`config.mk`:
```
export PLATFORM = sky130hd
export DESIGN_NAME = aes_apb_requester_flat
export DESIGN_NICKNAME = d
export VERILOG_FILES = /design/src/rtl/aes_apb_requester_if.sv /design/src/rtl/aes_apb_requester.sv /design/src/flat_wrapper.sv
export SDC_FILE = /design/constraint.sdc
export NUM_CORES = 1
export LEC_CHECK = 0
export ABC_AREA = 1
export ABC_CLOCK_PERIOD_IN_PS = 1800
export CORE_AREA = 3 3 96 98
export CTS_CLUSTER_DIAMETER = 80
export DETAILED_ROUTE_END_ITERATION = 8
export DIE_AREA = 0 0 99 101
export PLACE_DENSITY = 0.83
export SKIP_CTS_REPAIR_TIMING = 1
export SLEW_MARGIN = 20
export SYNTH_ARGS = -nofsm -noshare
export SYNTH_HDL_FRONTEND = slang
export SYNTH_SLANG_ARGS = --single-unit
export TNS_END_PERCENT = 20
```
`constraint.sdc`:
```
create_clock -name clock_clk -period 1.8 [get_ports clock_clk]
set_clock_uncertainty 0.2 [all_clocks]
set_input_delay 0.36 -clock clock_clk [delete_from_list [all_inputs] [get_ports clock_clk]]
set_output_delay 0.36 -clock clock_clk [all_outputs]
set_load 0.02 [all_outputs]
```
`src/rtl/aes_apb_requester_if.sv`:
```
// Bundles the command/response handshake and the APB requester bus of aes_apb_requester.
// master: the requester's view; slave: the command source plus APB completer side.
`timescale 1ns/1ps
interface aes_apb_requester_if #(
  parameter int ADDR_W = 4,
  parameter int DATA_W = 32
);
  logic              cmd_valid;
  logic              cmd_ready;
  logic              cmd_write;
  logic [ADDR_W-1:0] cmd_addr;
  logic [DATA_W-1:0] cmd_wdata;
  logic              rsp_valid;
  logic [DATA_W-1:0] rsp_rdata;
  logic              rsp_timeout;
  logic [ADDR_W-1:0] aps_m0_paddr;
  logic              aps_m0_psel;
  logic              aps_m0_penable;
  logic              aps_m0_pwrite;
  logic [DATA_W-1:0] aps_m0_pwdata;
  logic [DATA_W-1:0] aps_m0_prdata;
  logic              aps_m0_pready;

  modport master (
    input  cmd_valid, cmd_write, cmd_addr, cmd_wdata, aps_m0_prdata, aps_m0_pready,
    output cmd_ready, rsp_valid, rsp_rdata, rsp_timeout,
           aps_m0_paddr, aps_m0_psel, aps_m0_penable, aps_m0_pwrite, aps_m0_pwdata
  );

  modport slave (
    output cmd_valid, cmd_write, cmd_addr, cmd_wdata, aps_m0_prdata, aps_m0_pready,
    input  cmd_ready, rsp_valid, rsp_rdata, rsp_timeout,
           aps_m0_paddr, aps_m0_psel, aps_m0_penable, aps_m0_pwrite, aps_m0_pwdata
  );
endinterface

```
`src/rtl/aes_apb_requester.sv`:
```
// APB requester for the AES register block: turns one valid/ready command into one
// SETUP/ACCESS transfer and returns one response strobe, aborting stalls after a timeout.
`timescale 1ns/1ps
module aes_apb_requester #(
  parameter int          ADDR_W         = 4,
  parameter int          DATA_W         = 32,
  parameter int unsigned TIMEOUT_CYCLES = 16
) (
  input  logic                   clock_clk,
  input  logic                   reset_reset_n,
  aes_apb_requester_if.master    bus,
  output logic [1:0]             state_o
);

  localparam logic [1:0] ST_IDLE   = 2'd0;
  localparam logic [1:0] ST_SETUP  = 2'd1;
  localparam logic [1:0] ST_ACCESS = 2'd2;
  localparam logic [1:0] ST_RESP   = 2'd3;

  localparam int CNT_W = (TIMEOUT_CYCLES > 0) ? $clog2(TIMEOUT_CYCLES + 1) : 1;

  // Handshake: a command is taken on a rising edge where cmd_valid and cmd_ready are both
  // high; cmd_ready is high only in IDLE. rsp_valid is a single-cycle strobe with no ready.
  logic [1:0]        state_q, state_d;
  logic              cmd_ready_q, cmd_ready_d;
  logic              psel_q, psel_d;
  logic              penable_q, penable_d;
  logic              pwrite_q, pwrite_d;
  logic [ADDR_W-1:0] paddr_q, paddr_d;
  logic [DATA_W-1:0] pwdata_q, pwdata_d;
  logic              rsp_valid_q, rsp_valid_d;
  logic              rsp_timeout_q, rsp_timeout_d;
  logic [DATA_W-1:0] rsp_rdata_q, rsp_rdata_d;
  logic [CNT_W-1:0]  wait_cnt_q, wait_cnt_d;
  logic              timeout_hit;

  // The abort fires on the ACCESS cycle that would be the TIMEOUT_CYCLES-th wait.
  assign timeout_hit = (TIMEOUT_CYCLES != 0) &&
                       (wait_cnt_q == CNT_W'(TIMEOUT_CYCLES - 1));

  always_comb begin
    state_d       = state_q;
    cmd_ready_d   = cmd_ready_q;
    psel_d        = psel_q;
    penable_d     = penable_q;
    pwrite_d      = pwrite_q;
    paddr_d       = paddr_q;
    pwdata_d      = pwdata_q;
    rsp_valid_d   = rsp_valid_q;
    rsp_timeout_d = rsp_timeout_q;
    rsp_rdata_d   = rsp_rdata_q;
    wait_cnt_d    = wait_cnt_q;
    case (state_q)
      ST_IDLE: begin
        if (bus.cmd_valid && cmd_ready_q) begin
          paddr_d     = bus.cmd_addr;
          pwrite_d    = bus.cmd_write;
          pwdata_d    = bus.cmd_wdata;
          psel_d      = 1'b1;
          penable_d   = 1'b0;
          cmd_ready_d = 1'b0;
          state_d     = ST_SETUP;
        end
      end
      ST_SETUP: begin
        penable_d = 1'b1;
        state_d   = ST_ACCESS;
      end
      ST_ACCESS: begin
        if (bus.aps_m0_pready) begin
          psel_d        = 1'b0;
          penable_d     = 1'b0;
          rsp_valid_d   = 1'b1;
          rsp_timeout_d = 1'b0;
          rsp_rdata_d   = pwrite_q ? '0 : bus.aps_m0_prdata;
          state_d       = ST_RESP;
        end else if (timeout_hit) begin
          psel_d        = 1'b0;
          penable_d     = 1'b0;
          rsp_valid_d   = 1'b1;
          rsp_timeout_d = 1'b1;
          rsp_rdata_d   = '0;
          wait_cnt_d    = wait_cnt_q + CNT_W'(1);
          state_d       = ST_RESP;
        end else begin
          wait_cnt_d = wait_cnt_q + CNT_W'(1);
        end
      end
      default: begin
        rsp_valid_d   = 1'b0;
        rsp_timeout_d = 1'b0;
        wait_cnt_d    = '0;
        cmd_ready_d   = 1'b1;
        state_d       = ST_IDLE;
      end
    endcase
  end

  always_ff @(posedge clock_clk or negedge reset_reset_n) begin
    if (!reset_reset_n) begin
      state_q       <= ST_IDLE;
      cmd_ready_q   <= 1'b1;
      psel_q        <= 1'b0;
      penable_q     <= 1'b0;
      pwrite_q      <= 1'b0;
      paddr_q       <= '0;
      pwdata_q      <= '0;
      rsp_valid_q   <= 1'b0;
      rsp_timeout_q <= 1'b0;
      rsp_rdata_q   <= '0;
      wait_cnt_q    <= '0;
    end else begin
      state_q       <= state_d;
      cmd_ready_q   <= cmd_ready_d;
      psel_q        <= psel_d;
      penable_q     <= penable_d;
      pwrite_q      <= pwrite_d;
      paddr_q       <= paddr_d;
      pwdata_q      <= pwdata_d;
      rsp_valid_q   <= rsp_valid_d;
      rsp_timeout_q <= rsp_timeout_d;
      rsp_rdata_q   <= rsp_rdata_d;
      wait_cnt_q    <= wait_cnt_d;
    end
  end

  assign bus.cmd_ready      = cmd_ready_q;
  assign bus.rsp_valid      = rsp_valid_q;
  assign bus.rsp_timeout    = rsp_timeout_q;
  assign bus.rsp_rdata      = rsp_rdata_q;
  assign bus.aps_m0_paddr   = paddr_q;
  assign bus.aps_m0_psel    = psel_q;
  assign bus.aps_m0_penable = penable_q;
  assign bus.aps_m0_pwrite  = pwrite_q;
  assign bus.aps_m0_pwdata  = pwdata_q;
  assign state_o            = state_q;

endmodule

```
`src/flat_wrapper.sv`:
```
// flat-port wrapper written by rule: the top's interface ports become plain ports
module aes_apb_requester_flat 
#(
  parameter int          ADDR_W         = 4,
  parameter int          DATA_W         = 32,
  parameter int unsigned TIMEOUT_CYCLES = 16
)
  (clock_clk, reset_reset_n, state_o, bus_cmd_valid, bus_cmd_write, bus_cmd_addr, bus_cmd_wdata, bus_aps_m0_prdata, bus_aps_m0_pready, bus_cmd_ready, bus_rsp_valid, bus_rsp_rdata, bus_rsp_timeout, bus_aps_m0_paddr, bus_aps_m0_psel, bus_aps_m0_penable, bus_aps_m0_pwrite, bus_aps_m0_pwdata);
  aes_apb_requester_if #(.ADDR_W(ADDR_W), .DATA_W(DATA_W)) bus_i ();
  input  logic clock_clk;
  input  logic reset_reset_n;
  output logic [1:0] state_o;
  input wire logic [$bits(bus_i.cmd_valid)-1:0] bus_cmd_valid;
  input wire logic [$bits(bus_i.cmd_write)-1:0] bus_cmd_write;
  input wire logic [$bits(bus_i.cmd_addr)-1:0] bus_cmd_addr;
  input wire logic [$bits(bus_i.cmd_wdata)-1:0] bus_cmd_wdata;
  input wire logic [$bits(bus_i.aps_m0_prdata)-1:0] bus_aps_m0_prdata;
  input wire logic [$bits(bus_i.aps_m0_pready)-1:0] bus_aps_m0_pready;
  output wire logic [$bits(bus_i.cmd_ready)-1:0] bus_cmd_ready;
  output wire logic [$bits(bus_i.rsp_valid)-1:0] bus_rsp_valid;
  output wire logic [$bits(bus_i.rsp_rdata)-1:0] bus_rsp_rdata;
  output wire logic [$bits(bus_i.rsp_timeout)-1:0] bus_rsp_timeout;
  output wire logic [$bits(bus_i.aps_m0_paddr)-1:0] bus_aps_m0_paddr;
  output wire logic [$bits(bus_i.aps_m0_psel)-1:0] bus_aps_m0_psel;
  output wire logic [$bits(bus_i.aps_m0_penable)-1:0] bus_aps_m0_penable;
  output wire logic [$bits(bus_i.aps_m0_pwrite)-1:0] bus_aps_m0_pwrite;
  output wire logic [$bits(bus_i.aps_m0_pwdata)-1:0] bus_aps_m0_pwdata;
  assign bus_i.cmd_valid = bus_cmd_valid;
  assign bus_i.cmd_write = bus_cmd_write;
  assign bus_i.cmd_addr = bus_cmd_addr;
  assign bus_i.cmd_wdata = bus_cmd_wdata;
  assign bus_i.aps_m0_prdata = bus_aps_m0_prdata;
  assign bus_i.aps_m0_pready = bus_aps_m0_pready;
  assign bus_cmd_ready = bus_i.cmd_ready;
  assign bus_rsp_valid = bus_i.rsp_valid;
  assign bus_rsp_rdata = bus_i.rsp_rdata;
  assign bus_rsp_timeout = bus_i.rsp_timeout;
  assign bus_aps_m0_paddr = bus_i.aps_m0_paddr;
  assign bus_aps_m0_psel = bus_i.aps_m0_psel;
  assign bus_aps_m0_penable = bus_i.aps_m0_penable;
  assign bus_aps_m0_pwrite = bus_i.aps_m0_pwrite;
  assign bus_aps_m0_pwdata = bus_i.aps_m0_pwdata;
  aes_apb_requester #(.ADDR_W(ADDR_W), .DATA_W(DATA_W), .TIMEOUT_CYCLES(TIMEOUT_CYCLES)) u_core (.clock_clk(clock_clk), .reset_reset_n(reset_reset_n), .bus(bus_i), .state_o(state_o));
endmodule
```
[Word level (Yosys, flattened, before mapping)]
Index checks and enable logic that the tools add are counted.
W data, S select, Z words.
Storage, ports and cells
  logic and storage cells: 56
  register bits: 81
  output and inout port bits: 76
  input bits: 73
Operators by class
  bitwise gates (word level): 2
  reductions and logical operators: 15
  add/subtract/negate cells: 1
  equality and inequality tests: 6
  muxes and demuxes: 21
Operators by type and width (number)
  $mux W32: 3
  $reduce_and A2 Y1: 6
  $pmux W5 S2: 1
  $pmux W1 S2: 4
  $mux W1: 7
  $mux W2: 3
  $pmux W2 S3: 1
  $reduce_and A3 Y1: 2
  $add A5 B1 Y5 const B: 1
  $eq A5 B4 Y1 const B: 1
  $mux W5: 1
  $reduce_bool A2 Y1: 2
  $reduce_or A2 Y1: 2
  $ne A3 B2 Y1 const B: 1
  $pmux W1 S3: 1
  $reduce_bool A3 Y1: 1
  $eq A2 B1 Y1 const B: 1
  $eq A2 B2 Y1 const B: 1
  $logic_not A2 Y1: 1
  $ne A2 B1 Y1 const B: 1
  $ne A2 B2 Y1 const B: 1
  $not A1 Y1: 2
  $logic_and A1 B1 Y1: 1

[Depth between registers and ports, before layout]
  word-level depth: 4
  gate-level depth with buffers: 9
  gate-level depth less buffers: 9

[Worst setup path before layout]
No wires, ideal clock.
  kind: flip-flop to flip-flop
  start point: reg u_core.state_q[0] (netlist: u_core.state_o[0])
  end point: reg u_core.wait_cnt_q[3]
  stages on the path, launching flop included: 9
  clock period less this slack: 1.802 ns
  buffers on the path: 0
  required time: 1.483 ns
  library setup time: 0.117 ns
  slack: -0.002 ns
  arrival time: 1.485 ns
  path through: dfrtp_1 > inv_1 > ha_1 > nor2_1 > nand2_1 > nor2_1 > nand2_1 > nand2_1 > nor2_1
Between the ends
  longest elaborated chain between the ends: 4
  elaborated cells between the ends (all ways): 8
  those cells by class: eq/ne (3); mux (1); bitwise (1); reduce/logical (3)
Ends and longest elaborated chain
  start: declaration: RTL line aes_apb_requester.sv:24  | logic [1:0] state_q, state_d;
  start signal: assignment: RTL line aes_apb_requester.sv:113  | state_q <= state_d;
  $eq A2 B1 Y1 or $logic_not A2 Y1 (tied branches): RTL line aes_apb_requester.sv:53  | case (state_q)
  $reduce_or A2 Y1 (no source line)
  $not A1 Y1 (no source line)
  $reduce_and A2 Y1 (no source line)
  end signal: assignment: RTL line aes_apb_requester.sv:123  | wait_cnt_q <= wait_cnt_d;
  end: declaration: RTL line aes_apb_requester.sv:34  | logic [CNT_W-1:0] wait_cnt_q, wait_cnt_d;
Several ways; a longest one is shown, not always the timed one.
A chain may end at the register's enable or synchronous reset.

[Worst setup path after layout]
  start point: reg u_core.wait_cnt_q[0]
  end point: reg u_core.rsp_rdata_q[8] (netlist: u_core.bus.rsp_rdata[8])
Between the ends
  longest elaborated chain between the ends: 3
Ends and longest elaborated chain
  $eq A5 B4 Y1: RTL line aes_apb_requester.sv:39  | (wait_cnt_q == CNT_W'(TIMEOUT_CYCLES - 1));
  $reduce_bool A2 Y1 (no source line)
  $reduce_and A2 Y1 (no source line)
  end signal: assignment: RTL line aes_apb_requester.sv:122  | rsp_rdata_q <= rsp_rdata_d;
  end: declaration: RTL line aes_apb_requester.sv:33  | logic [DATA_W-1:0] rsp_rdata_q, rsp_rdata_d;
Every way passes these cells.

==> metrics.txt <==
outcome=complete, but fails checks; violated checks=negative setup slack; Wirelength per Cell=13.0 µm; H-tree depth=3; crit path launch=u_core.wait_cnt_q[0]; die area=0.0100 mm²; crit path time final=1810 ps; mapped cell area=0.00336 mm²; pre-CTS setup slack=-34.7 ps; Synth area leaders=dfrtp_1, inv_1, nand2_1, o21ai_0, o22ai_1; Setup TNS=-8.60 ps; cell total after placement=623; clock tree buffer depth=2; maxcap violations=0; actual slew at the worst max-slew pin=361 ps; Slew HR=0.759; Fin. Hold Viols=0; vias in the first global route=2952; critical path fanouts, max=32; remaining antenna violation count=0; # rows=34; clock root buffer master=clkbuf_8; CP endpoint kind=flip-flop; DR vias=2867; share of cells above drive strength 1=0.0677; largest net degree at the start of global routing=73; Tot GR Track Use=0.169; synth warn=0; CORE AREA=0.00855 mm²; cell with the largest stage delay on the worst path=dfrtp_1; critical path arrival=approximately 1800 ps; maximum clock rate=553 MHz; io pins=roughly 150; Syn-to-layout area delta=62.6%; Worst R2R End=u_core.bus.rsp_rdata[8]; syn_area_per_cell=9.01 µm²; worst hold slack=roughly 280 ps; Mapped Nets=about 450; final WL=about 8300 µm; first-pass GRT wire length=13700 µm; Remaining DRCs=0; FF-to-FF path depth=8; flop-to-flop setup slack=-8 ps; post-route worst setup slack=-8.48 ps; via/cell ratio=~4.5; CP cell instances=ha_1 > nand2_1 > nor2_1 > ha_2 > inv_2 > o21ai_2 > buf_12 > o22ai_1; Initial Util=0.393; Mapped Cells=between 300 and 400; Hold Path End=u_core.bus.aps_m0_pwdata[25]; Synth Register Bits=81; Tcrit/Tclk final=1.00; clock sink count=81; nets@finish=around 610; IO buf count=roughly 150; Hold Crit Class=reg2reg; diode count=0; VDD IR max=0.000722 V; Hold Path Cell Cnt=2; slowest stage delay, CP=400 ps; worst hold start=u_core.bus.aps_m0_pwdata[25]; TritonCTS clock tree=done; sequential-to-total area share from yosys stat=0.603; beginning of the worst register-to-register path=u_core.wait_cnt_q[0]; Num CTS Buffers=9; Post-Route Utilization=0.639; worst setup path class=reg2reg; DR pass1 iterations=5; Worst-path clk slew=around 90 ps; starting DRC count in detailed routing=61; Post-Layout Cell Count=640; Yosys cell types=19; area leader, netlist=dfrtp_1; Slew Limit Fails=0; Clock Latency Late Sink=330 ps; RSZ-0062 raised after global routing=yes; Leakage Power=3.59 nW; CP Data Required Time=1800 ps; GR Overflow Total=0; Power Dens Cells=between 1500 and 2000 mW/mm²; Startpoint Class=flip-flop; Die Wd=roughly 99 µm; GP Congestion=0.748; Synth top area share=0.596; Chip Height=~100 µm; count of final setup violators=2; post-DP HPWL=about 6200 µm; initial antenna violation count=0
==> per-stage QoR <==
stage / total power [mW] / area, µm²
after CTS: 8.75 / 5240
after floorplan: 5.13 / 3360
after detailed placement: 7.30 / 5030
final: 8.52 / 5470
after global placement: 7.14 / 5030
after global routing: 9.16 / 5470
==> metal layers <==
metal  track usage  wire length [µm]  vias to the layer above
met1         0.210              3520                     1306
met2         0.272              3880                      121
met5             0                 0                        -
met3        0.0657               809                        9
met4        0.0578                90                        0
li1              -                 -                     1431
==> power by group <==
part	total (mW)	internal, mW	switching, mW
combinational	4.10	1.86	2.23
sequential	3.01	2.58	0.428
clock	1.41	0.781	0.629
total	8.52	5.23	3.29
==> worst max path at each step <==
| stage | slack [ps] | depth (start not counted) | to |
|---|---|---|---|
| 2_1_floorplan | 20 | 8 | u_core.wait_cnt_q[3] |
| 6_report | -8 | 8 | u_core.bus.rsp_rdata[8] |
| 5_1_grt | -110 | 8 | u_core.bus.rsp_rdata[8] |
| 3_5_place_dp | -30 | 5 | u_core.bus.rsp_rdata[13] |
| 3_3_place_gp | 20 | 5 | u_core.bus.rsp_rdata[20] |
| 4_1_cts | -300 | 1 | bus_cmd_ready |
==> sequential cells by signal, summed over array words and instances, names as in the netlist <==
signal and count:
u_core.wait_cnt_q 5, u_core.bus.aps_m0_psel 1, u_core.bus.aps_m0_pwrite 1, u_core.bus.rsp_timeout 1, u_core.bus.aps_m0_paddr 4, u_core.bus.aps_m0_pwdata 32
u_core.bus.cmd_ready 1, u_core.bus.rsp_rdata 32, u_core.bus.rsp_valid 1, u_core.bus.aps_m0_penable 1, u_core.state_o 2
==> final cells by class <==
class	count	area [µm²]
Fill cell	665	3090
Sequential cell	81	2030
Clock buffer	11	131
Clock inverter	5	80.1
Inverter	110	413
Multi-Input combinational cell	167	867
Tap cell	108	135
Timing Repair Buffer	158	1810
==> synth_stat cells (all sizes together) <==
| cell | n |
|---|---|
| inv | 110 |
| ha | 6 |
| clkbuf | 5 |
| or2 | 2 |
| nand3 | 7 |
| dfstp | 1 |
| buf | 10 |
| dfrtp | 80 |
| a21oi | 1 |
| nand2 | 66 |
| nor2 | 7 |
| nand4 | 1 |
| o21ai | 45 |
| o22ai | 32 |
==> critical path: cells and delay by family (launching register included) <==
kind | cells | cell delay [ps]
DFF | 1 | 400
adders and majority gates | 2 | 380
buffers and inverters | 2 | 250
AOI/OAI and AO/OA | 2 | 250
and+or+nand+nor | 2 | 170
==> placed cells by master (no fill, tap or decap), types with 5 or more instances in the layout <==
master           synthesis  final
inv_1                  110    109
o21ai_0                 44     43
nand2_1                 66     64
dfrtp_1                 80     79
buf_4                    0      5
nor2_1                   7      6
clkbuf_8                 0      9
buf_12                   0      5
nand3_1                  7      6
clkdlybuf4s50_1          0     71
o22ai_1                 32     32
dlymetal6s2s_1           0     76
==> kinds of logic after synthesis <==
kind of cell / count (synthesis) / share of synthesized area
and+or+nand+nor: 83 / 0.0975
DFF: 81 / 0.604
adders and majority gates: 6 / 0.0223
AOI/OAI and AO/OA: 78 / 0.128
buffers and inverters: 125 / 0.149
No activity file was read; power rests on OpenSTA's default activity.
